==> config.mk <==
export PLATFORM = sky130hd
export DESIGN_NAME = mmss_countdown_timer_flat
export DESIGN_NICKNAME = d
export VERILOG_FILES = /design/src/rtl/mmss_countdown_timer_pkg.sv /design/src/rtl/mmss_countdown_timer_if.sv /design/src/rtl/mmss_countdown_timer_bcd_digit_ctr.sv /design/src/rtl/mmss_countdown_timer.sv /design/src/flat_wrapper.sv
export SDC_FILE = /design/constraint.sdc
export NUM_CORES = 1
export LEC_CHECK = 0
export ABC_AREA = 0
export BUFFER_PORTS_ARGS = -buffer_cell sky130_fd_sc_hd__buf_2
export CAP_MARGIN = 20
export CORE_ASPECT_RATIO = 1.25
export CORE_MARGIN = 4
export CORE_UTILIZATION = 31
export CTS_BUF_LIST = sky130_fd_sc_hd__clkbuf_4
export CTS_CLUSTER_DIAMETER = 120
export DETAILED_ROUTE_END_ITERATION = 6
export PLACE_DENSITY_LB_ADDON = 0.15
export RECOVER_POWER = 25
export SETUP_SLACK_MARGIN = 0.4
export SKIP_CTS_REPAIR_TIMING = 1
export SKIP_LAST_GASP = 1
export SYNTH_ARGS = -nofsm -noshare
export SYNTH_HDL_FRONTEND = slang
export SYNTH_SLANG_ARGS = --single-unit
==> constraint.sdc <==
create_clock -name clk -period 5.1 [get_ports clk]
set_clock_uncertainty 0.15 [all_clocks]
set_input_delay 0.765 -clock clk [delete_from_list [all_inputs] [get_ports clk]]
set_output_delay 0.765 -clock clk [all_outputs]
set_load 0.01 [all_outputs]
==> src/rtl/mmss_countdown_timer_pkg.sv <==
// Shared definitions for the MM:SS timer: BCD digit layout, digit moduli, count mode.
// Also provides a compare-ladder binary-to-BCD helper for minute presets up to 99.
package mmss_countdown_timer_pkg;

  typedef enum logic {
    MODE_DOWN = 1'b0,
    MODE_UP   = 1'b1
  } mode_e;

  localparam int DIGIT_W   = 4;
  localparam int TIMER_W   = 4 * DIGIT_W;
  localparam int SEC1_MOD  = 10;
  localparam int SEC10_MOD = 6;
  localparam int MIN_MOD   = 10;

  // Field offsets inside timer = {min10, min1, sec10, sec1}
  localparam int SEC1_LSB  = 0;
  localparam int SEC10_LSB = 4;
  localparam int MIN1_LSB  = 8;
  localparam int MIN10_LSB = 12;

  // Tens digit picked by the highest threshold passed; no divider needed
  function automatic logic [2*DIGIT_W-1:0] bin2bcd(input logic [6:0] v);
    logic [DIGIT_W-1:0] tens;
    logic [6:0]         rem;
    tens = '0;
    rem  = v;
    for (int i = 9; i >= 1; i--) begin
      if (tens == '0 && v >= 7'(i * 10)) begin
        tens = DIGIT_W'(i);
        rem  = v - 7'(i * 10);
      end
    end
    return {tens, DIGIT_W'(rem)};
  endfunction

endpackage

==> src/rtl/mmss_countdown_timer_if.sv <==
// Control and status bundle of the MM:SS timer.
// master drives load/preset/mode_up/run; slave (the timer) returns time and status.
interface mmss_countdown_timer_if #(
  parameter int PRESET_W = 7
);
  logic                load;
  logic [PRESET_W-1:0] preset;
  logic                mode_up;
  logic                run;
  logic [15:0]         timer;
  logic                running;
  logic                done;
  logic                expired;

  modport master (
    output load, preset, mode_up, run,
    input  timer, running, done, expired
  );

  modport slave (
    input  load, preset, mode_up, run,
    output timer, running, done, expired
  );
endinterface

==> src/rtl/mmss_countdown_timer_bcd_digit_ctr.sv <==
// One BCD digit with modulus MOD: load has priority, then inc or dec with carry/borrow out.
// nxt exposes the value the digit will take on the next edge.
module mmss_countdown_timer_bcd_digit_ctr
  import mmss_countdown_timer_pkg::*;
#(
  parameter int MOD = 10
) (
  input  logic               clk,
  input  logic               rstn,
  input  logic               ld,
  input  logic [DIGIT_W-1:0] ld_val,
  input  logic               inc,
  input  logic               dec,
  output logic [DIGIT_W-1:0] q,
  output logic [DIGIT_W-1:0] nxt,
  output logic               co,
  output logic               bo
);

  assign co = inc & (q == DIGIT_W'(MOD - 1));
  assign bo = dec & (q == '0);

  always_comb begin
    nxt = q;
    if (ld) begin
      nxt = ld_val;
    end else if (inc) begin
      nxt = co ? '0 : q + 1'b1;
    end else if (dec) begin
      nxt = bo ? DIGIT_W'(MOD - 1) : q - 1'b1;
    end
  end

  always_ff @(posedge clk or negedge rstn) begin
    if (!rstn) begin
      q <= '0;
    end else begin
      q <= nxt;
    end
  end

endmodule

==> src/rtl/mmss_countdown_timer.sv <==
// MM:SS countdown / count-up timer with second prescaler, pause, done pulse and sticky expiry.
// All outputs are registered; load takes priority over a coincident tick.
module mmss_countdown_timer
  import mmss_countdown_timer_pkg::*;
#(
  parameter int CLK_HZ   = 100_000_000,
  parameter int PRESET_W = 7,
  parameter int MAX_MIN  = 99
) (
  input  logic                 clk,
  input  logic                 rstn,
  mmss_countdown_timer_if.slave tif
);

  localparam int PW = $clog2(CLK_HZ);

  logic [PW-1:0]      presc;
  mode_e              mode;
  logic [TIMER_W-1:0] target;
  logic [TIMER_W-1:0] timer_q;
  logic [TIMER_W-1:0] timer_nxt;
  logic               done_q;
  logic               expired_q;
  logic               running_q;

  logic [31:0]        pre_ext;
  logic [6:0]         pm;
  logic [7:0]         pm_bcd;
  logic [TIMER_W-1:0] ld_timer;
  logic [TIMER_W-1:0] ld_target;
  logic               cnt_en;
  logic               tick;
  logic               step;
  logic               term;
  logic               exp_nxt;
  logic [4:0]         cy;
  logic [4:0]         bw;
  logic               unused_carry;

  assign pre_ext   = 32'(tif.preset);
  assign pm        = (pre_ext > 32'(MAX_MIN)) ? 7'(MAX_MIN) : 7'(pre_ext);
  assign pm_bcd    = bin2bcd(pm);
  assign ld_timer  = tif.mode_up ? '0 : {pm_bcd, 8'h00};
  assign ld_target = tif.mode_up ? {pm_bcd, 8'h00} : '0;

  // Expiry freezes the prescaler as well as the digits
  assign cnt_en  = tif.run & ~expired_q;
  assign tick    = cnt_en & (presc == PW'(CLK_HZ - 1));
  assign step    = tick & ~tif.load;
  assign term    = step & (timer_nxt == target);
  assign exp_nxt = tif.load ? (pm == '0) : (expired_q | term);

  assign cy[0] = step & (mode == MODE_UP);
  assign bw[0] = step & (mode == MODE_DOWN);

  for (genvar g = 0; g < 4; g++) begin : g_digit
    localparam int DMOD = (g == 0) ? SEC1_MOD : (g == 1) ? SEC10_MOD : MIN_MOD;
    mmss_countdown_timer_bcd_digit_ctr #(.MOD(DMOD)) u_digit (
      .clk    (clk),
      .rstn   (rstn),
      .ld     (tif.load),
      .ld_val (ld_timer[g*DIGIT_W +: DIGIT_W]),
      .inc    (cy[g]),
      .dec    (bw[g]),
      .q      (timer_q[g*DIGIT_W +: DIGIT_W]),
      .nxt    (timer_nxt[g*DIGIT_W +: DIGIT_W]),
      .co     (cy[g+1]),
      .bo     (bw[g+1])
    );
  end

  // Terminal detection stops the count before min10 could ever wrap
  assign unused_carry = cy[4] | bw[4];

  always_ff @(posedge clk or negedge rstn) begin
    if (!rstn) begin
      presc     <= '0;
      mode      <= MODE_DOWN;
      target    <= '0;
      done_q    <= 1'b0;
      expired_q <= 1'b0;
      running_q <= 1'b0;
    end else begin
      if (tif.load) begin
        presc     <= '0;
        mode      <= mode_e'(tif.mode_up);
        target    <= ld_target;
        done_q    <= 1'b0;
        expired_q <= (pm == '0);
      end else begin
        if (cnt_en) begin
          presc <= tick ? '0 : presc + 1'b1;
        end
        done_q <= term;
        if (term) begin
          expired_q <= 1'b1;
        end
      end
      running_q <= tif.run & ~exp_nxt;
    end
  end

  assign tif.timer   = timer_q;
  assign tif.done    = done_q;
  assign tif.expired = expired_q;
  assign tif.running = running_q;

endmodule

==> src/flat_wrapper.sv <==
// flat-port wrapper written by rule: the top's interface ports become plain ports
module mmss_countdown_timer_flat import mmss_countdown_timer_pkg::*;
#(
  parameter int CLK_HZ   = 100_000_000,
  parameter int PRESET_W = 7,
  parameter int MAX_MIN  = 99
)
  (clk, rstn, tif_load, tif_preset, tif_mode_up, tif_run, tif_timer, tif_running, tif_done, tif_expired);
  mmss_countdown_timer_if #(.PRESET_W(PRESET_W)) tif_i ();
  input  logic clk;
  input  logic rstn;
  input wire logic [$bits(tif_i.load)-1:0] tif_load;
  input wire logic [$bits(tif_i.preset)-1:0] tif_preset;
  input wire logic [$bits(tif_i.mode_up)-1:0] tif_mode_up;
  input wire logic [$bits(tif_i.run)-1:0] tif_run;
  output wire logic [$bits(tif_i.timer)-1:0] tif_timer;
  output wire logic [$bits(tif_i.running)-1:0] tif_running;
  output wire logic [$bits(tif_i.done)-1:0] tif_done;
  output wire logic [$bits(tif_i.expired)-1:0] tif_expired;
  assign tif_i.load = tif_load;
  assign tif_i.preset = tif_preset;
  assign tif_i.mode_up = tif_mode_up;
  assign tif_i.run = tif_run;
  assign tif_timer = tif_i.timer;
  assign tif_running = tif_i.running;
  assign tif_done = tif_i.done;
  assign tif_expired = tif_i.expired;
  mmss_countdown_timer #(.CLK_HZ(CLK_HZ), .PRESET_W(PRESET_W), .MAX_MIN(MAX_MIN)) u_core (.clk(clk), .rstn(rstn), .tif(tif_i));
endmodule
# Yosys cells after proc, flatten, opt, wreduce, memory -nomap -nowiden

Index checks and enable logic that the tools add are counted.

Add/subtract/negate cells: 18
Magnitude comparators: 10
Equal/unequal tests: 6
Muxes and demuxes: 48
Bitwise operators: 20
Reduce and logical (&&, ||, !) cells: 23

Operator list:

| cell                                                               | number |
|---|---|
| 2-to-1 mux 4 bit                                                   | 38 |
| 2-to-1 mux 27 bit                                                  | 3 |
| zero test 4 bit                                                    | 12 |
| 2-to-1 mux 16 bit                                                  | 2 |
| adder 27 x 1 -> 27 bit (second input constant)                     | 1 |
| == test 27 bit (second input constant)                             | 1 |
| greater-or-equal comparator 7 x 6 -> 1 bit (second input constant) | 3 |
| greater-or-equal comparator 7 bit (second input constant)          | 3 |
| subtractor 4 x 1 -> 4 bit (second input constant)                  | 5 |
| subtractor 4 bit (second input constant)                           | 5 |
| adder 4 x 1 -> 4 bit (second input constant)                       | 4 |
| == test 16 bit                                                     | 1 |
| AND 1 bit                                                          | 15 |
| greater-or-equal comparator 7 x 5 -> 1 bit (second input constant) | 2 |
| == test 4 bit (second input constant)                              | 3 |
| logical AND 1 bit                                                  | 8 |
| subtractor 4 x 3 -> 4 bit (second input constant)                  | 2 |
| greater-or-equal comparator 7 x 4 -> 1 bit (second input constant) | 1 |
| > comparator 7 bit (second input constant)                         | 1 |
| zero test 7 bit                                                    | 1 |
| 2-to-1 mux 7 bit                                                   | 1 |
| == test 4 x 3 -> 1 bit (second input constant)                     | 1 |
| 2-to-1 mux 1 bit                                                   | 4 |
| NOT 1 bit                                                          | 4 |
| 3 further kinds                                                    | 4 |

Bits in registers: 63
Input port bits: 12
Output and inout bits: 19

# Depth between registers and ports, before layout

Gate-level depths: netlist of the first run.

Depth after elaboration: 36
Gate-level depth with buffers: 16

# Hierarchy

Synthesis of the first run repeated with hierarchy kept, for this count alone.

Cells, all modules: 480
Area, all modules: 4277.9 µm²

Modules (own cells, without submodules):

| module                                                              | instances | cells an instance | area each (µm²) | sequential area each (µm²) |
|---|---|---|---|---|
| mmss_countdown_timer                                                | 1         | 308               | 2698.8          | 975.9 |
| mmss_countdown_timer_bcd_digit_ctr at u_core.g_digit[0].u_digit ... | 3         | 44                | 402.9           | 100.1 |
| mmss_countdown_timer_bcd_digit_ctr at u_core.g_digit[1].u_digit     | 1         | 40                | 370.4           | 100.1 |

# Worst setup path after synthesis of the first run

Ideal clock, no wire load.

Path kind: input to register
Start: input port tif_preset[5]
End: register u_core.running_q (netlist: u_core.tif.running)
Arrival: 4.314 ns
Setup slack: 0.514 ns
Cell stages on the path: 14
Buffers on the path: 2
Cells stage by stage: clkbuf_1 > clkbuf_1 > nand2_1 > nand2_1 > ha_1 > or3b_2 > and3_1 > o21ai_0 > nand3_1 > a221o_1 > xor2_1 > or3_1 > or4_1 > a32o_1

Word-level cells in the longest chain between the ends: 36
Elaborated cells on any way between the ends: 64
Classes of those cells: 9 x add/sub; 10 x order compare; 1 x eq/ne; 23 x mux; 4 x bitwise; 17 x reduce/logical

Ends and longest elaborated chain:

| what                                 | line                                     | RTL |
|---|---|---|
| from (decl)                          | flat_wrapper.sv:13                       | `input wire logic [$bits(tif_i.preset)-1:0] tif_preset;` |
| > comparator 7 bit                   | mmss_countdown_timer.sv:41               | `assign pm = (pre_ext > 32'(MAX_MIN)) ? 7'(MAX_MIN) : 7'(pre_ext);` |
| 2-to-1 mux 7 bit (*)                 | mmss_countdown_timer.sv:41               |  |
| greater-or-equal comparator 7 bit    | mmss_countdown_timer_pkg.sv:29           | `if (tens == '0 && v >= 7'(i * 10)) begin` |
| 2-to-1 mux 4 bit                     | mmss_countdown_timer_pkg.sv:29           |  |
| zero test 4 bit                      | mmss_countdown_timer_pkg.sv:29           |  |
| logical AND 1 bit                    | mmss_countdown_timer_pkg.sv:29           |  |
| 2-to-1 mux 4 bit                     | mmss_countdown_timer_pkg.sv:29           |  |
| zero test 4 bit                      | mmss_countdown_timer_pkg.sv:29           |  |
| [21 not listed]                      | --                                       |  |
| 2-to-1 mux 4 bit (*)                 | mmss_countdown_timer_bcd_digit_ctr.sv:25 | `if (ld) begin` |
| net u_core.g_digit[3].u_digit.nxt[0] | mmss_countdown_timer_bcd_digit_ctr.sv:15 | `output logic [DIGIT_W-1:0] nxt,` |
| == test 16 bit (*)                   | mmss_countdown_timer.sv:50               | `assign term = step & (timer_nxt == target);` |
| AND 1 bit (*)                        | mmss_countdown_timer.sv:50               |  |
| bitwise OR 1 bit (*)                 | mmss_countdown_timer.sv:51               | `assign exp_nxt = tif.load ? (pm == '0) : (expired_q \| term);` |
| 2-to-1 mux 1 bit (*)                 | mmss_countdown_timer.sv:51               |  |
| NOT 1 bit (*)                        | mmss_countdown_timer.sv:99               | `running_q <= tif.run & ~exp_nxt;` |
| AND 1 bit (*)                        | mmss_countdown_timer.sv:99               |  |
| to (signal assigned)                 | mmss_countdown_timer.sv:99               |  |
| to (decl)                            | mmss_countdown_timer.sv:24               | `logic running_q;` |

Mark *: on every way through the listed nets, which the timed path passes. The rest lies on a longest branch.
A chain may end at the register's enable or synchronous reset.

# Final worst setup path of the first run

Start: input port tif_preset[4]
End: register u_core.running_q (netlist: u_core.tif.running)

The elaborated chain is that of the path after synthesis.

==> flow_metrics.env, run 1 <==
export IMPL_die_h_um=148
export IMPL_drt_pass1_iter_count=5
export IMPL_use_met1_pct=21.3
export IMPL_swShare_pct=34.3
export IMPL_cp_start_kind="input port"
export IMPL_synth_seq_cells=55
export IMPL_min_period_ns=4.39
export IMPL_tightest_slew_ns=3.18
export IMPL_root_buffer="clkbuf_4"
export IMPL_grt_pass1_wl_um=24700
export IMPL_failed_checks="max-capacitance violations, max-slew violations"
export IMPL_yosys_area_top_type="dfrtp_1"
export IMPL_r2r_end="u_core.tif.running"
export IMPL_ir_drop_mv=0.100
export IMPL_rr_startpoint="u_core.presc[8]"
export IMPL_ys_top_cells_by_count="nor2_1, dfrtp_1, nand2_1"
export IMPL_rsz0062_at_grt="false"
export IMPL_whs_path_depth=1
export IMPL_fin_ws_ns=0.714
export IMPL_place_area_sq_mm=0.00516
export IMPL_cap_violations=1
export IMPL_synth_ff_type="dfrtp_1"
export IMPL_synth_most_common_cell="nor2_1"
export IMPL_viasPerCell=5.59
export IMPL_synth_avg_cell_area_sq_um=8.14
export IMPL_grt_start_max_net_pins=56
export IMPL_syn2layout_area_growth_pct=8.16
export IMPL_end_kind="flop"
export IMPL_clkSlewWorstSetupHoldPaths_ns=0.16
export IMPL_numCtsBuffers=5
export IMPL_holdPathEnd="u_core.presc[26]"
export IMPL_p_leak_nw=2.05
export IMPL_initial_core_util_pct=31.9
export IMPL_wire_per_inst_um=18.3
export IMPL_place_gp_congestion=0.858
export IMPL_async_flop_share_pct=100
export IMPL_pwr_share_clk_pct=22.7
export IMPL_rrSetupSlack_ns=0.72
export IMPL_track_usage_pct=17.1
export IMPL_grt_pass1_vias=4587
export IMPL_yosysSeqAreaShare_pct=28.5
export IMPL_clock_sinks=55
export IMPL_ys_warn_count=0
export IMPL_period_share_pct=86.0
export IMPL_antenna_found_initial=1
export IMPL_core_area_sq_mm=0.0151
export IMPL_hold_ws_ns=0.392
export IMPL_global_route_overflow_total=0
export IMPL_num_rows=50
export IMPL_max_freq_mhz=228
export IMPL_slew_headroom_pct=-112
export IMPL_yosys_area_top_type_share_pct=28.5
export IMPL_p_seq_share_pct=52.6
export IMPL_final_cells=820
export IMPL_power_switching_w=0.000312
export IMPL_p_int_w=0.000598
export IMPL_min_path_type="flop to flop"
export IMPL_ff2ff_path_depth=9
export IMPL_die_width_um=120
export IMPL_met2_usage_pct=30.6
export IMPL_grt_busiest_layer="met2"
export IMPL_tns_ns=0
export IMPL_synth_edf_count=0
export IMPL_crit_type="input port to flop"
export IMPL_arrival_ns=4.53
export IMPL_netlist_instances=593
export IMPL_syn_area_sq_mm=0.00483
export IMPL_insertion_delay_ns=0.38
export IMPL_power_per_cell_area_mw_per_mm2=174
export IMPL_ant_nets=0
export IMPL_setup_viol=0
export IMPL_drc=0
export IMPL_placedCellCount=810
export IMPL_grtUsageMet3_pct=2.14
export IMPL_syn_nets=627
export IMPL_drt_iter0_drc=365
export IMPL_drive_gt1_share_pct=12.6
export IMPL_fin_nets=644
export IMPL_pre_cts_slack_ns=0.321
export IMPL_min_from="u_core.presc[26]"
export IMPL_power_frac_comb_pct=24.7
export IMPL_ios=31
export IMPL_die_area_sq_mm=0.0176
export IMPL_cts_htree_levels=2
export IMPL_hpwl_um=11600
export IMPL_port_buffers=30
export IMPL_cts_tree="built"
export IMPL_hold_viol=0
export IMPL_num_vias=4583
export IMPL_cp_required_ns=5.25
export IMPL_totalWireLength_um=15000
export IMPL_status="finished, violations left"
export IMPL_yosysUniqueCellTypes=73
export IMPL_cts_buffer_depth=2
export IMPL_post_route_cell_area_sq_mm=0.00522
export IMPL_final_max_slew_viol_count=56
export IMPL_worstPathMaxFanout=9
export IMPL_synth_area_leaders="dfrtp_1, ha_1, nor2_1"
stage by stage:
step | power [W] | utilization, %
finish | 0.000909 | 34.5
detailed placement | 0.000710 | 34.1
global placement | 0.000709 | 34.1
global route | 0.000968 | 34.5
CTS | 0.000926 | 34.5
floorplan | 0.000640 | -
registers in the layout (all words and copies together) (netlist names):
| register | flops |
|---|---|
| u_core.presc | 27 |
| u_core.g_digit.u_digit.q | 16 |
| u_core.target | 8 |
| u_core.mode | 1 |
| u_core.tif.done | 1 |
| u_core.tif.expired | 1 |
| u_core.tif.running | 1 |
logic make-up after synthesis:
logic type      Yosys count  synth area share, %
simple gates            271                 32.0
fa+ha+maj                22                 5.70
buf+inv                  61                 5.70
compound gates          152                 22.1
xor+xnor                 28                 5.08
mux                       4                0.881
flops                    55                 28.5
critical path, stage by stage:
cell and delay, ns:
buf_2 0.10, or2_2 0.32, o21a_1 0.21, nor2_1 0.23, inv_1 0.17, ha_1 0.33
a21oi_1 0.18, o2bb2ai_1 0.09, nor3_1 0.24, nand3_1 0.20, a221o_1 0.42, xor2_1 0.16
or3_1 0.37, or4_1 0.50, a32o_1 0.22
cells in the final DEF, fill, tap and decap left out, types with 5 or more instances in the layout:
| cell | count |
|---|---|
| o21a_1 | 5 |
| a21o_1 | 8 |
| o211ai_1 | 9 |
| nor2_1 | 63 |
| nand2_1 | 39 |
| a32o_1 | 6 |
| nand3_1 | 21 |
| o22ai_1 | 7 |
| or2_2 | 5 |
| or3_1 | 5 |
| clkbuf_4 | 6 |
| nand3b_1 | 5 |
| ha_1 | 22 |
| a211oi_1 | 11 |
| xnor2_1 | 15 |
| or3b_2 | 7 |
| a31oi_1 | 5 |
| inv_1 | 28 |
| xor2_1 | 13 |
| dfrtp_1 | 55 |
| o21ai_0 | 35 |
| and3_1 | 8 |
| nor3_1 | 19 |
| a21oi_1 | 22 |
| buf_4 | 12 |
| nand4_1 | 16 |
| and2_1 | 9 |
| nor4_1 | 15 |
| nor2b_1 | 6 |
| nor3b_1 | 10 |
| or4_1 | 5 |
| nand2b_1 | 11 |
| buf_2 | 30 |
worst max path at each step:
| stage | start | to | depth (start not counted) |
|---|---|---|---|
| after floorplan | tif_preset[5] | u_core.tif.running | 14 |
| after global placement | tif_preset[6] | u_core.tif.running | 15 |
| after detailed placement | tif_preset[4] | u_core.tif.running | 15 |
| after CTS | u_core.presc[8] | u_core.tif.running | 9 |
| after global routing | tif_preset[4] | u_core.tif.running | 15 |
| final | tif_preset[4] | u_core.tif.running | 15 |
cell type report:
cell class | instances | area, sq um
flip-flops and latches | 55 | 1380
diodes | 1 | 2.50
repair buffers | 43 | 244
fillers | 1659 | 9920
clock buffers | 6 | 45.0
well taps | 208 | 260
multi-input cells | 477 | 3180
inverters | 28 | 105
clock inverters | 2 | 12.5
power by group through the flow:
| stage | clock (W) | combinational [W] | sequential [W] |
|---|---|---|---|
| after global placement | 0 | 0.000223 | 0.000487 |
| after detailed placement | 0 | 0.000224 | 0.000486 |
| after CTS | 0.000222 | 0.000225 | 0.000478 |
| after global routing | 0.000235 | 0.000250 | 0.000483 |
| after floorplan | 0 | 0.000162 | 0.000477 |
| final | 0.000207 | 0.000224 | 0.000478 |
per-layer routing:
metal  vias to the layer above  routed length, um
met3                        21                480
met2                       101               7850
met1                      2223               6360
li1                       2238                  -
met5                         -                  0
met4                         0                317
Power figures use the tool's default switching activity.
==> inputs of run 2 (changes only) <==
--- a/config.mk
+++ b/config.mk
@@ -14,7 +14,7 @@
 export CTS_BUF_LIST = sky130_fd_sc_hd__clkbuf_4
 export CTS_CLUSTER_DIAMETER = 120
 export DETAILED_ROUTE_END_ITERATION = 6
-export PLACE_DENSITY_LB_ADDON = 0.15
+export PLACE_DENSITY = 0.58
 export RECOVER_POWER = 25
 export SETUP_SLACK_MARGIN = 0.4
 export SKIP_CTS_REPAIR_TIMING = 1
==> run 2 against run 1 <==
Compared with the run above: the run still ends with max-capacitance violations, max-slew violations left; via count up 2.7%; worst hold slack worse by 0.036 ns; power rose by 12%; design area up 1.6%; critical path type is now flop to flop; utilization increased by 0.54 points.
==> flow_metrics.env, run 2 (synthesized netlist as in run 1, its figures left out) <==
export IMPL_cts_htree_levels=2
export IMPL_status="finished, violations left"
export IMPL_wire_per_inst_um=17.4
export IMPL_track_usage_pct=16.2
export IMPL_ios=31
export IMPL_clock_sinks=55
export IMPL_initial_core_util_pct=31.9
export IMPL_grt_pass1_wl_um=23700
export IMPL_hpwl_um=11200
export IMPL_port_buffers=30
export IMPL_drt_iter0_drc=408
export IMPL_min_period_ns=4.35
export IMPL_mostFrequentLayoutCells="nor2_1, dfrtp_1, nand2_1, o21ai_0, buf_2"
export IMPL_failed_checks="max-capacitance violations, max-slew violations"
export IMPL_min_from="u_core.presc[26]"
export IMPL_period_share_pct=85.2
export IMPL_final_common_cell="nor2_1"
export IMPL_cp_required_ns=5.27
export IMPL_numCtsBuffers=5
export IMPL_totalWireLength_um=14300
export IMPL_cap_violations=1
export IMPL_cp_start_kind="flop"
export IMPL_pre_cts_slack_ns=0.403
export IMPL_antenna_found_initial=1
export IMPL_drive_gt1_share_pct=13.3
export IMPL_drc=0
export IMPL_worstPathMaxFanout=9
export IMPL_die_area_sq_mm=0.0176
export IMPL_die_h_um=148
export IMPL_crit_type="flop to flop"
export IMPL_final_max_slew_viol_count=56
export IMPL_viasPerCell=5.71
export IMPL_power_per_cell_area_mw_per_mm2=191
export IMPL_fin_ws_ns=0.753
export IMPL_rsz0062_at_grt="false"
export IMPL_place_gp_congestion=0.922
export IMPL_holdPathEnd="u_core.presc[26]"
export IMPL_grt_pass1_vias=4536
export IMPL_ff2ff_path_depth=9
export IMPL_drt_pass1_iter_count=5
export IMPL_syn2layout_area_growth_pct=9.85
export IMPL_reg_largest_list="u_core.presc (27), u_core.g_digit.u_digit.q (16), u_core.target (8)"
export IMPL_die_width_um=120
export IMPL_num_rows=50
export IMPL_ir_drop_mv=0.0930
export IMPL_fin_nets=648
export IMPL_setup_viol=0
export IMPL_ant_nets=0
export IMPL_min_path_type="flop to flop"
export IMPL_hold_viol=0
export IMPL_num_vias=4709
export IMPL_tightest_slew_ns=3.10
export IMPL_insertion_delay_ns=0.40
export IMPL_largest_reg_flops=27
export IMPL_r2r_end="u_core.tif.running"
export IMPL_slew_headroom_pct=-107
export IMPL_rrSetupSlack_ns=0.75
export IMPL_postLayoutCoreUtil_pct=35.0
export IMPL_grt_start_max_net_pins=56
export IMPL_root_buffer="clkbuf_4"
export IMPL_top_register="u_core.presc"
export IMPL_p_leak_nw=2.10
export IMPL_cts_tree="built"
export IMPL_end_kind="flop"
export IMPL_tns_ns=0
export IMPL_rr_startpoint="u_core.presc[8]"
export IMPL_core_area_sq_mm=0.0151
export IMPL_global_route_overflow_total=0
export IMPL_whs_path_depth=1
export IMPL_nFillCells=1648
export IMPL_cts_buffer_depth=2
export IMPL_arrival_ns=4.51
export IMPL_max_freq_mhz=230
export IMPL_clkSlewWorstSetupHoldPaths_ns=0.18
[run 2: cell type report]
| type | instances | area [sq um] | share of cell area, % |
|---|---|---|---|
| Sequential cell | 55 | 1380 | 25.9 |
| Clock inverter | 3 | 71.3 | 1.34 |
| Multi-Input combinational cell | 477 | 3180 | 59.9 |
| Inverter | 28 | 105 | 1.98 |
| Antenna cell | 1 | 2.50 | 0.0472 |
| Clock buffer | 5 | 37.5 | 0.708 |
| Tap cell | 208 | 260 | 4.91 |
| Timing Repair Buffer | 47 | 274 | 5.17 |
[run 2: how the worst max path moves through the flow]
stage / from / end / slack, ns / cells after the start
floorplan: tif_preset[5] / u_core.tif.running / 0.51 / 14
global placement: tif_preset[4] / u_core.tif.running / 0.46 / 15
detailed placement: tif_preset[4] / u_core.tif.running / 0.40 / 15
CTS: u_core.presc[8] / u_core.tif.running / 0.76 / 9
global route: tif_preset[4] / u_core.tif.running / 0.50 / 15
finish: u_core.presc[8] / u_core.tif.running / 0.75 / 9
[run 2: power by group]
| part | total, W | switching (W) | leakage (nW) | internal, W |
|---|---|---|---|---|
| clock | 0.000312 | 0.000156 | 0.0573 | 0.000156 |
| sequential | 0.000479 | 0.0000271 | 0.748 | 0.000452 |
| combinational | 0.000223 | 0.000137 | 1.29 | 0.0000869 |
| total | 0.00101 | 0.000320 | 2.10 | 0.000695 |
[run 2: routing by layer]
metal	share of wire (%)	GRT usage, %	up-vias
met1	41	20.3	2275
met2	51	28.7	152
met4	3.1	5.67	0
li1	-	-	2251
met3	4.3	1.65	31
met5	0	0	-
[run 2: metrics by stage]
step	area, sq um	total power (W)	instances	hold WS (ns)
2_1_floorplan	4830	0.000640	593	0.307
5_1_grt	5300	0.00107	824	0.424
3_5_place_dp	5200	0.000709	815	0.347
6_report	5300	0.00101	824	0.357
4_1_cts	5310	0.00102	823	0.359
3_3_place_gp	5200	0.000707	815	0.343
[run 2: worst max-delay path: stages, from the launching register on]
cell     delay (ns)
dfrtp_1        0.47
or4_4          0.60
or3_1          0.55
nor4_1         0.52
mux2_2         0.40
a221o_1        0.32
xor2_1         0.16
or3_1          0.36
or4_1          0.50
a32o_1         0.22
